$ cat src/rtl/x2050_mvr_feed.sv
// x2050_mvr_feed: mover input stage for the 2050 datapath.
// Holds LB/MB byte counters and the SS-operation length counter in two banks
// (CPU and I/O) so an I/O break-in leaves an interrupted CPU SS operation intact.
// Selects U from the L register and V from the R register for the mover.
//
// Ports:
//   i_clk, i_reset        clock, asynchronous active-low reset
//   i_ros_advance         microword advance strobe; state moves only when high
//   i_io_mode             bank select: 0 = CPU, 1 = I/O
//   i_l_reg, i_r_reg      L and R registers (byte 0 = bits 31:24)
//   i_lb_ctl/i_lb_val     LB function (hold/load/inc/dec) and load value
//   i_mb_ctl/i_mb_val     MB function and load value
//   i_len_ctl/i_len_val   LEN function (hold/load/dec/hold) and load value
//   o_u, o_v              selected L / R bytes (combinational)
//   o_lb, o_mb            active bank counters (combinational)
//   o_lb_wrap, o_mb_wrap  last advance wrapped LB / MB (registered)
//   o_len_zero            active bank LEN == 0 (combinational)
//   o_len_borrow          last advance borrowed LEN 0 -> 0xFF (registered)
module x2050_mvr_feed (
  input  logic        i_clk,
  input  logic        i_reset,
  input  logic        i_ros_advance,
  input  logic        i_io_mode,
  input  logic [31:0] i_l_reg,
  input  logic [31:0] i_r_reg,
  input  logic [1:0]  i_lb_ctl,
  input  logic [1:0]  i_lb_val,
  input  logic [1:0]  i_mb_ctl,
  input  logic [1:0]  i_mb_val,
  input  logic [1:0]  i_len_ctl,
  input  logic [7:0]  i_len_val,
  output logic [7:0]  o_u,
  output logic [7:0]  o_v,
  output logic [1:0]  o_lb,
  output logic [1:0]  o_mb,
  output logic        o_lb_wrap,
  output logic        o_mb_wrap,
  output logic        o_len_zero,
  output logic        o_len_borrow
);

  localparam int unsigned REG_W  = 32;
  localparam int unsigned BYTE_W = 8;
  localparam int unsigned IDX_W  = 2;
  localparam int unsigned LEN_W  = 8;

  localparam logic [1:0] CTL_HOLD = 2'd0;
  localparam logic [1:0] CTL_LOAD = 2'd1;
  localparam logic [1:0] CTL_INC  = 2'd2;
  localparam logic [1:0] CTL_DEC  = 2'd3;

  typedef struct packed {
    logic [IDX_W-1:0] lb;
    logic [IDX_W-1:0] mb;
    logic [LEN_W-1:0] len;
  } bank_t;

  bank_t bank_q [2];
  bank_t act;
  bank_t upd;
  logic  lb_wrap_d;
  logic  mb_wrap_d;
  logic  len_borrow_d;
  logic  lb_wrap_q;
  logic  mb_wrap_q;
  logic  len_borrow_q;

  // Byte 0 is the most significant byte of the register.
  function automatic logic [BYTE_W-1:0] sel_byte(input logic [REG_W-1:0] r,
                                                 input logic [IDX_W-1:0] idx);
    logic [BYTE_W-1:0] b;
    case (idx)
      2'd0:    b = r[31:24];
      2'd1:    b = r[23:16];
      2'd2:    b = r[15:8];
      default: b = r[7:0];
    endcase
    return b;
  endfunction

  assign act = bank_q[i_io_mode];

  // Next value of the active bank and the wrap/borrow indications of this advance.
  always_comb begin
    upd          = act;
    lb_wrap_d    = 1'b0;
    mb_wrap_d    = 1'b0;
    len_borrow_d = 1'b0;

    case (i_lb_ctl)
      CTL_LOAD: upd.lb = i_lb_val;
      CTL_INC: begin
        upd.lb    = act.lb + IDX_W'(1);
        lb_wrap_d = (act.lb == IDX_W'(3));
      end
      CTL_DEC: begin
        upd.lb    = act.lb - IDX_W'(1);
        lb_wrap_d = (act.lb == IDX_W'(0));
      end
      default: ;
    endcase

    case (i_mb_ctl)
      CTL_LOAD: upd.mb = i_mb_val;
      CTL_INC: begin
        upd.mb    = act.mb + IDX_W'(1);
        mb_wrap_d = (act.mb == IDX_W'(3));
      end
      CTL_DEC: begin
        upd.mb    = act.mb - IDX_W'(1);
        mb_wrap_d = (act.mb == IDX_W'(0));
      end
      default: ;
    endcase

    // Code 3 on the length control is reserved and holds, same as code 0.
    case (i_len_ctl)
      CTL_LOAD: upd.len = i_len_val;
      CTL_INC: begin
        upd.len      = act.len - LEN_W'(1);
        len_borrow_d = (act.len == LEN_W'(0));
      end
      default: ;
    endcase
  end

  // Bank and flag registers; only the bank selected at the edge is written.
  always_ff @(posedge i_clk or negedge i_reset) begin
    if (!i_reset) begin
      bank_q[0]    <= '0;
      bank_q[1]    <= '0;
      lb_wrap_q    <= 1'b0;
      mb_wrap_q    <= 1'b0;
      len_borrow_q <= 1'b0;
    end else if (i_ros_advance) begin
      bank_q[i_io_mode] <= upd;
      lb_wrap_q         <= lb_wrap_d;
      mb_wrap_q         <= mb_wrap_d;
      len_borrow_q      <= len_borrow_d;
    end
  end

  assign o_u          = sel_byte(i_l_reg, act.lb);
  assign o_v          = sel_byte(i_r_reg, act.mb);
  assign o_lb         = act.lb;
  assign o_mb         = act.mb;
  assign o_len_zero   = (act.len == LEN_W'(0));
  assign o_lb_wrap    = lb_wrap_q;
  assign o_mb_wrap    = mb_wrap_q;
  assign o_len_borrow = len_borrow_q;

endmodule
$ cat config.mk
export PLATFORM = sky130hd
export DESIGN_NAME = x2050_mvr_feed
export DESIGN_NICKNAME = d
export VERILOG_FILES = /design/src/rtl/x2050_mvr_feed.sv
export SDC_FILE = /design/constraint.sdc
export NUM_CORES = 1
export LEC_CHECK = 0
export CELL_PAD_IN_SITES_DETAIL_PLACEMENT = 0
export CELL_PAD_IN_SITES_GLOBAL_PLACEMENT = 1
export CORE_MARGIN = 2
export CORE_UTILIZATION = 32
export CTS_BUF_LIST = sky130_fd_sc_hd__clkbuf_4
export DETAILED_ROUTE_END_ITERATION = 10
export PLACE_DENSITY = 0.85
export SYNTH_ARGS = -nofsm -noshare
export SYNTH_HDL_FRONTEND = slang
export SYNTH_SLANG_ARGS = --single-unit
$ cat constraint.sdc
create_clock -name i_clk -period 3.2 [get_ports i_clk]
set_input_delay 0.48 -clock i_clk [delete_from_list [all_inputs] [get_ports i_clk]]
set_output_delay 0.48 -clock i_clk [all_outputs]
set_load 0.02 [all_outputs]
==> flow_summary.ini, run 1 <==
[yosys]
synth_edf_count = 0
synthFlopType = dfrtp_1
synth_top_family_by_area = compound AO/OA/AOI/OAI gates
synthXorXnorAreaFrac = 0.00385
postSynthCellCount = 253
yosysSeqAreaShare = 0.297
yosys_warnings = 0
synth_area_sq_um = 2270
ys_ff_latch = 27
avgSynthCellArea_sq_um = 8.99
synth-simple-area-share = 0.152
synthArstFlopShare = 1.00
yosysUniqueCellTypes = 48
synthAdderAreaFrac = 0.0715
synth_compound_area_frac = 0.230
synthMuxAreaShare = 0.151
synthesis.nets = 352

[critical_path]
startpoint = i_io_mode
cp_max_fo = 8
reg2reg_slack_ns = 1.53
cp-endpoint = o_u[7]
crit_top_cell = mux2i_1
path_cells = clkdlybuf4s50_1, buf_4, mux2i_1, inv_1, ha_2, a222oi_1, mux2i_1, dlygate4sd2_1
ff2ff_path_depth = 6
r2r_start = bank_q[0]
crit_path_max_incr_delay_ns = 0.45
critPathCaptureType = output pin
crit_arrival_ns = 2.56
cp_slowest_cell = clkdlybuf4s50_1
r2r-end = bank_q[14]
worstPathRequired_ns = 2.72
startpoint_type = primary input
worstSetupPathType = primary input to output pin

[floorplan]
ios = 110
placement_rows = 30
die_area_sq_um = 7800
dieHeight_um = 88.3
start_util = 0.333
core_area_sq_um = 6830
fp.dieW_um = 88.3

[sta]
hold_viol_final = 0
setup_viol = 0
fin_crit_ns = 3.04
finClkSkew_ns = 0.00939
period_share = 0.950
fmax_ghz = 0.329
grt_setup_unrepaired = no
worst_pin_slew_ns = 0.601
timing.slew.headroom = 0.598
maxSlewViolCount = 0

[power]
finalPower_mw = 1.56
p_leak_nw = 1.58
power.density_nw_per_um2 = 441
ir_drop_mv = 0.135

[finish]
layout_common_cells = clkdlybuf4s50_1 (92), inv_1 (30), mux2i_1 (28)
fillers = 660
fin_area_sq_um = 3530
n_antenna_cell = 0
finalNetCount = 464
drive_gt1_frac = 0.107
final_common_cell = clkdlybuf4s50_1
area_delta_synth_final_pct = 55.3

[clock_tree]
cts.path.max_buffers = 2
clk_latency_ns = 0.33
cts.sinks = 27
tritoncts = yes
htree_levels = 1
cts.clk_slew.worst_paths_ns = 0.16
postCtsSetupBuffers = 0
numCtsBuffers = 3
root_buffer = clkbuf_4

[placement]
portBuffers = 109
hpwl_um = 5490
dpl_cell_area_sq_um = 3510
gp_congestion = 0.887

[run]
maxCapViolCount = 0

[drt]
drt_iter0_drc = 230
ant_nets = 0
routedWlPerCell_um = 14.7
wirelength_um = 6780
firstDrtPassIters = 5
route.vias.total = 2300
drc = 0
vias_per_cell = 5.00

[run_status]
status = finished clean

[global_route]
grt_pass1_wl_um = 10400
grt_use_total = 0.167
grt_overflow = 0
grt_start_max_net_pins = 28
grt_antenna_before_repair = 0
first_global_vias = 2193

[min_path]
hold_class = primary input to async pin
==> state kept, by name (all words and copies together) (netlist names) <==
name          flops
o_lb_wrap         1
o_mb_wrap         1
o_len_borrow      1
bank_q           24
==> metrics by stage <==
step                utilization  hold slack [ns]  setup TNS (ns)  setup slack, ns  instances
finish                    0.517            0.494               0            0.161        460
global route              0.517            0.518               0          0.00654        460
CTS                       0.516            0.504               0            0.103        460
detailed placement        0.514            0.471           -1.38           -0.126        456
global placement          0.514            0.461           -1.09          -0.0926        456
floorplan                     -            0.184               0            0.522        253
==> worst min-delay path by stage <==
stage               startpoint    endpoint  slack, ns  depth (start not counted)
floorplan              i_reset   bank_q[0]       0.18                          0
global placement    bank_q[23]  bank_q[23]       0.46                          2
detailed placement  bank_q[23]  bank_q[23]       0.47                          2
CTS                 bank_q[23]  bank_q[23]       0.50                          2
global route           i_reset  bank_q[14]       0.52                          2
finish                 i_reset   bank_q[1]       0.49                          2
==> Yosys cell counts (3+ instances only) <==
cell type  number  area share
inv_1          30       0.050
mux2i_1        28        0.12
dfrtp_1        27        0.30
nand2_1        21       0.035
a222oi_1       17       0.075
o21ai_0        17       0.037
clkbuf_1       14       0.023
ha_1           13       0.072
nor2_1         10       0.017
nor2b_1         9       0.025
a21oi_1         8       0.018
a31oi_1         5       0.014
nor3_1          4      0.0088
a211oi_1        3      0.0099
mux2_2          3       0.015
nand2b_1        3      0.0083
nor3b_1         3      0.0099
o221ai_1        3       0.012
==> area by class of cell <==
| class | instances | area, sq um | share of cell area |
|---|---|---|---|
| multi-input cells | 177 | 1400 | 0.396 |
| repair buffers | 126 | 1200 | 0.339 |
| inverters | 30 | 113 | 0.0319 |
| well taps | 96 | 120 | 0.0340 |
| flip-flops and latches | 27 | 676 | 0.191 |
| clock buffers | 3 | 22.5 | 0.00637 |
| clock inverters | 1 | 7.51 | 0.00212 |
==> where the power goes <==
group	switching, mW	internal [mW]	leakage (nW)
registers	0.0726	0.410	0.328
logic	0.462	0.459	1.23
clock network	0.105	0.0478	0.0139
total	0.640	0.917	1.58
==> critical path, delay by kind of cell <==
| kind | cells | cell delay [ns] |
|---|---|---|
| buffers and inverters | 4 | 1.07 |
| adders and majority gates | 1 | 0.26 |
| AOI/OAI and AO/OA | 1 | 0.39 |
| muxes | 2 | 0.36 |
==> cells by family after synthesis <==
group                    after synthesis
AO/OA/AOI/OAI                         70
flip-flops                            27
multiplexers                          33
AND/OR/NAND/NOR                       60
adder cells (fa/ha/maj)               13
buffers and inverters                 49
XOR/XNOR                               1
==> routing by layer <==
metal / vias to the layer above / GRT usage / wire, um
li1: 1149 / - / -
met1: 1071 / 0.224 / 2930
met2: 76 / 0.284 / 3290
met3: 4 / 0.0299 / 510
met4: 0 / 0.0289 / 55
met5: - / 0 / 0
==> what timing repair did <==
action	in CTS	in global routing
pin swaps	0	2
hold buffers	0	0
resized for setup	19	3
endpoints found under the setup margin	17	8
Note: power is estimated with default switching activity, not from simulation.
==> run 2: changes to the inputs <==
==> constraint.sdc (replaced) <==
create_clock -name i_clk -period 3.2 [get_ports i_clk]
set_input_delay 0.48 -clock i_clk [delete_from_list [all_inputs] [get_ports i_clk]]
set_output_delay 0.48 -clock i_clk [all_outputs]
set_load 0.005 [all_outputs]
==> flow_summary.ini, run 2 (synthesis results as in run 1) <==
[global_route]
grt_use_total = 0.165
grt_pass1_wl_um = 10400
grt_overflow = 0
grt_antenna_before_repair = 0
grt_start_max_net_pins = 28
first_global_vias = 2183

[drt]
route.vias.total = 2294
firstDrtPassIters = 5
ant_nets = 0
drt_iter0_drc = 152
drc = 0
wirelength_um = 6800
vias_per_cell = 5.00
routedWlPerCell_um = 14.8

[critical_path]
worstPathRequired_ns = 2.72
critPathCaptureType = output pin
crit_path_max_incr_delay_ns = 0.50
worstSetupPathType = primary input to output pin
startpoint_type = primary input
crit_arrival_ns = 2.65
cp_slowest_cell = clkdlybuf4s50_1
path_cells = clkdlybuf4s50_1, buf_6, buf_6, mux2i_2, ha_1, o211a_1, and3_1, clkdlybuf4s50_1
cp_max_fo = 13

[clock_tree]
cts.clk_slew.worst_paths_ns = 0.15
cts.path.max_buffers = 2
cts.sinks = 27
numCtsBuffers = 3
htree_levels = 1
root_buffer = clkbuf_4
clk_latency_ns = 0.33
ctsHoldBuffers = 0
tritoncts = yes
postCtsSetupBuffers = 0

[floorplan]
die_area_sq_um = 7800
dieHeight_um = 88.3
start_util = 0.333
ios = 110
fp.dieW_um = 88.3
placement_rows = 30
core_area_sq_um = 6830

[finish]
finalNetCount = 463
final_util = 0.531
final_common_cell = clkdlybuf4s50_1
largest_register_ffs = 24
top_register = bank_q
n_antenna_cell = 0
area_delta_synth_final_pct = 59.6
layout_common_cells = clkdlybuf4s50_1 (106), inv_1 (29), dfrtp_1 (27)
drive_gt1_frac = 0.121

[placement]
gp_congestion = 0.809
portBuffers = 109
post-place-ws_ns = -0.0681
hpwl_um = 5420

[min_path]
hold_class = primary input to async pin

[sta]
finClkSkew_ns = 0.0135
timing.slew.headroom = 0.605
worst_pin_slew_ns = 0.591
fmax_ghz = 0.320
grt_setup_unrepaired = yes
hold_viol_final = 0
setup_viol = 0
period_share = 0.977
maxSlewViolCount = 0
fin_crit_ns = 3.13
timing.final.ws_setup_ns = 0.0743

[power]
ir_drop_mv = 0.145
p_leak_nw = 1.57
power.density_nw_per_um2 = 421
finalPower_mw = 1.53

[run]
maxCapViolCount = 0

[run_status]
status = finished clean
==> run 2: cell types whose count changed in the layout (fill, tap and decap cells not counted), sizes merged <==
| cell | previous run | this run |
|---|---|---|
| dlymetal6s2s | 0 | 3 |
| clkinv | 0 | 1 |
| clkdlybuf4s50 | 92 | 106 |
| buf | 17 | 16 |
| clkinvlp | 1 | 0 |
| dlygate4sd2 | 17 | 0 |
==> run 2: what timing repair did <==
action / CTS / global route
gates resized for setup: 8 / 14
pin swaps: 2 / 3
setup endpoints to repair: 9 / 17
==> run 2: power breakdown <==
part / switching [mW] / total, mW / leakage (nW) / internal, mW
logic: 0.374 / 0.898 / 1.23 / 0.525
registers: 0.0734 / 0.484 / 0.328 / 0.410
clock network: 0.100 / 0.147 / 0.0177 / 0.0469
==> run 2: per-layer routing <==
layer  wire, um  vias up  global-route usage  share of wire
met5          0        -                   0              0
met4         71        0              0.0372          0.010
met3        489        6              0.0308          0.072
met2       3370       71               0.288           0.50
met1       2860     1072               0.212           0.42
li1           -     1145                   -              -
==> run 2: worst paths after layout <==
path | from | to | slack, ns | depth (start not counted)
setup / recovery | i_io_mode | o_len_zero | 0.07 | 8
hold / removal | i_reset | bank_q[1] | 0.48 | 2
setup reg to reg | bank_q[21] | bank_q[21] | 1.53 | 7
hold reg to reg | bank_q[8] | bank_q[8] | 0.50 | 2
max in group asynchronous | i_reset | bank_q[21] | 2.44 | 2
min in group i_clk | bank_q[8] | bank_q[8] | 0.50 | 2
==> run 2: layout make-up <==
| cell class | count | area (sq um) |
|---|---|---|
| Fill cell | 652 | 3200 |
| Clock inverter | 1 | 5.00 |
| Multi-Input combinational cell | 177 | 1470 |
| Clock buffer | 3 | 22.5 |
| Inverter | 30 | 113 |
| Sequential cell | 27 | 676 |
| Timing Repair Buffer | 125 | 1230 |
| Tap cell | 96 | 120 |
==> run 2: per-stage QoR <==
step           area (sq um)  cells  hold slack, ns  TNS [ns]
2_1_floorplan          2270    253           0.184         0
3_5_place_dp           3500    455           0.471    -0.142
6_report               3630    459           0.485         0
5_1_grt                3630    459           0.524    -0.102
4_1_cts                3560    459           0.501         0
3_3_place_gp           3500    455           0.462   -0.0113
==> run 2: worst max-delay path, delay by kind of cell <==
| kind | cells | cell delay [ns] |
|---|---|---|
| compound gates | 1 | 0.20 |
| fa+ha+maj | 1 | 0.21 |
| buf+inv | 4 | 1.31 |
| mux | 1 | 0.26 |
| simple gates | 1 | 0.18 |
==> run 3: changes to the inputs <==
- CORE_UTILIZATION: 32 -> 30
- PLACE_DENSITY: 0.85 -> 0.8
- SLEW_MARGIN: unset -> 25
- clock period: 3.2 -> 3.5 ns (I/O delays scaled with it)
==> flow_summary.ini, run 3 (synthesis results as in run 1) <==
[power]
ir_drop_mv = 0.129
p_int_mw = 0.871
clockPowerShare = 0.109
power.density_nw_per_um2 = 389
p_seq_frac = 0.324
p_sw_mw = 0.486
comb_power_share = 0.567
p_leak_nw = 1.52
sw_frac_of_total = 0.358

[global_route]
grt_antenna_before_repair = 0
grt_overflow = 0
grt_use_total = 0.162
grt_pass1_wl_um = 11300
first_global_vias = 2367
grt_start_max_net_pins = 28

[critical_path]
startpoint_type = primary input
worstSetupPathType = primary input to output pin
cp_max_fo = 8
worstPathRequired_ns = 2.97
ff2ff_path_depth = 7
reg2reg_slack_ns = 1.80
r2r_start = bank_q[12]
r2r-end = bank_q[14]
critPathCaptureType = output pin
crit_arrival_ns = 2.53

[floorplan]
start_util = 0.312
core_area_sq_um = 7290
ios = 110
dieHeight_um = 91.1
die_area_sq_um = 8290
fp.dieW_um = 91.1
placement_rows = 31

[clock_tree]
postCtsSetupBuffers = 0
cts-resized-gates = 0
numCtsBuffers = 3
cts.path.max_buffers = 2
cts.clk_slew.worst_paths_ns = 0.14
tritoncts = yes
cts.sinks = 27
clk_latency_ns = 0.33
ctsHoldBuffers = 0
root_buffer = clkbuf_4
htree_levels = 1

[min_path]
holdPathEnd = bank_q[23]
holdCritStartpoint = bank_q[23]
holdPathStages = 2
hold_class = register to register

[drt]
routedWlPerCell_um = 15.1
vias_per_cell = 5.09
drt_iter0_drc = 106
wirelength_um = 6850
firstDrtPassIters = 5
ant_nets = 0
drc = 0
route.vias.total = 2316

[sta]
maxSlewViolCount = 0
setup_viol = 0
finClkSkew_ns = 0.00624
grt_setup_unrepaired = no
fin_crit_ns = 3.06
timing.slew.headroom = 0.601
period_share = 0.874
fmax_ghz = 0.327
hold_viol_final = 0
worst_pin_slew_ns = 0.598
tns_ns = 0

[placement]
gp_congestion = 0.829
dp_cells = 451
hpwl_um = 5530
portBuffers = 109

[finish]
final_util = 0.479
area_delta_synth_final_pct = 53.6
n_antenna_cell = 0
largest_register_ffs = 24
top_register = bank_q
finalNetCount = 456
final_common_cell = clkdlybuf4s50_1
drive_gt1_frac = 0.0787
layout_common_cells = clkdlybuf4s50_1 (108), inv_1 (30), mux2i_1 (28)
fin_cells = 455

[run_status]
status = finished clean

[run]
maxCapViolCount = 0
-- run 3: area by class of cell --
cell class                 instances  area [sq um]
sequential                        27           676
clock buffer                       4          30.0
timing repair buffer             118          1160
multi-input combinational        177          1390
fill                             731          3800
tap                               99           124
inverter                          30           113
-- run 3: power groups by stage --
stage	registers (mW)	logic (mW)	clock network [mW]
after floorplan	0.430	0.398	0
after global placement	0.444	0.756	0
after detailed placement	0.447	0.766	0
after CTS	0.440	0.770	0.151
after global routing	0.450	0.849	0.163
final	0.439	0.770	0.148
-- run 3: worst max path at each step --
stage	startpoint	cells past startpoint	end	slack, ns
floorplan	i_io_mode	8	o_u[1]	0.93
global placement	i_io_mode	7	o_u[7]	0.09
detailed placement	i_io_mode	6	o_v[5]	0.06
CTS	i_io_mode	6	o_v[5]	0.05
global route	i_io_mode	7	o_v[4]	0.31
finish	i_io_mode	6	o_v[5]	0.44
-- run 3: worst max-delay path: stages --
cell             delay (ns)
dlymetal6s2s_1         0.28
mux2_2                 0.44
ha_1                   0.30
a222oi_1               0.38
mux2i_1                0.14
clkdlybuf4s50_1        0.46
-- run 3: stage by stage --
step | hold WS [ns] | cell area [sq um] | setup slack (ns) | power [mW]
floorplan | 0.229 | 2270 | 0.927 | 0.828
global placement | 0.461 | 3460 | 0.0884 | 1.20
detailed placement | 0.470 | 3460 | 0.0561 | 1.21
CTS | 0.503 | 3490 | 0.0498 | 1.36
global route | 0.524 | 3490 | 0.309 | 1.46
finish | 0.498 | 3490 | 0.442 | 1.36
-- run 3: metal layers --
| layer | share of wire | vias up | track usage |
|---|---|---|---|
| li1 | - | 1129 | - |
| met1 | 0.43 | 1108 | 0.205 |
| met2 | 0.49 | 73 | 0.286 |
| met3 | 0.065 | 6 | 0.0349 |
| met4 | 0.0096 | 0 | 0.0303 |
| met5 | 0 | - | 0 |
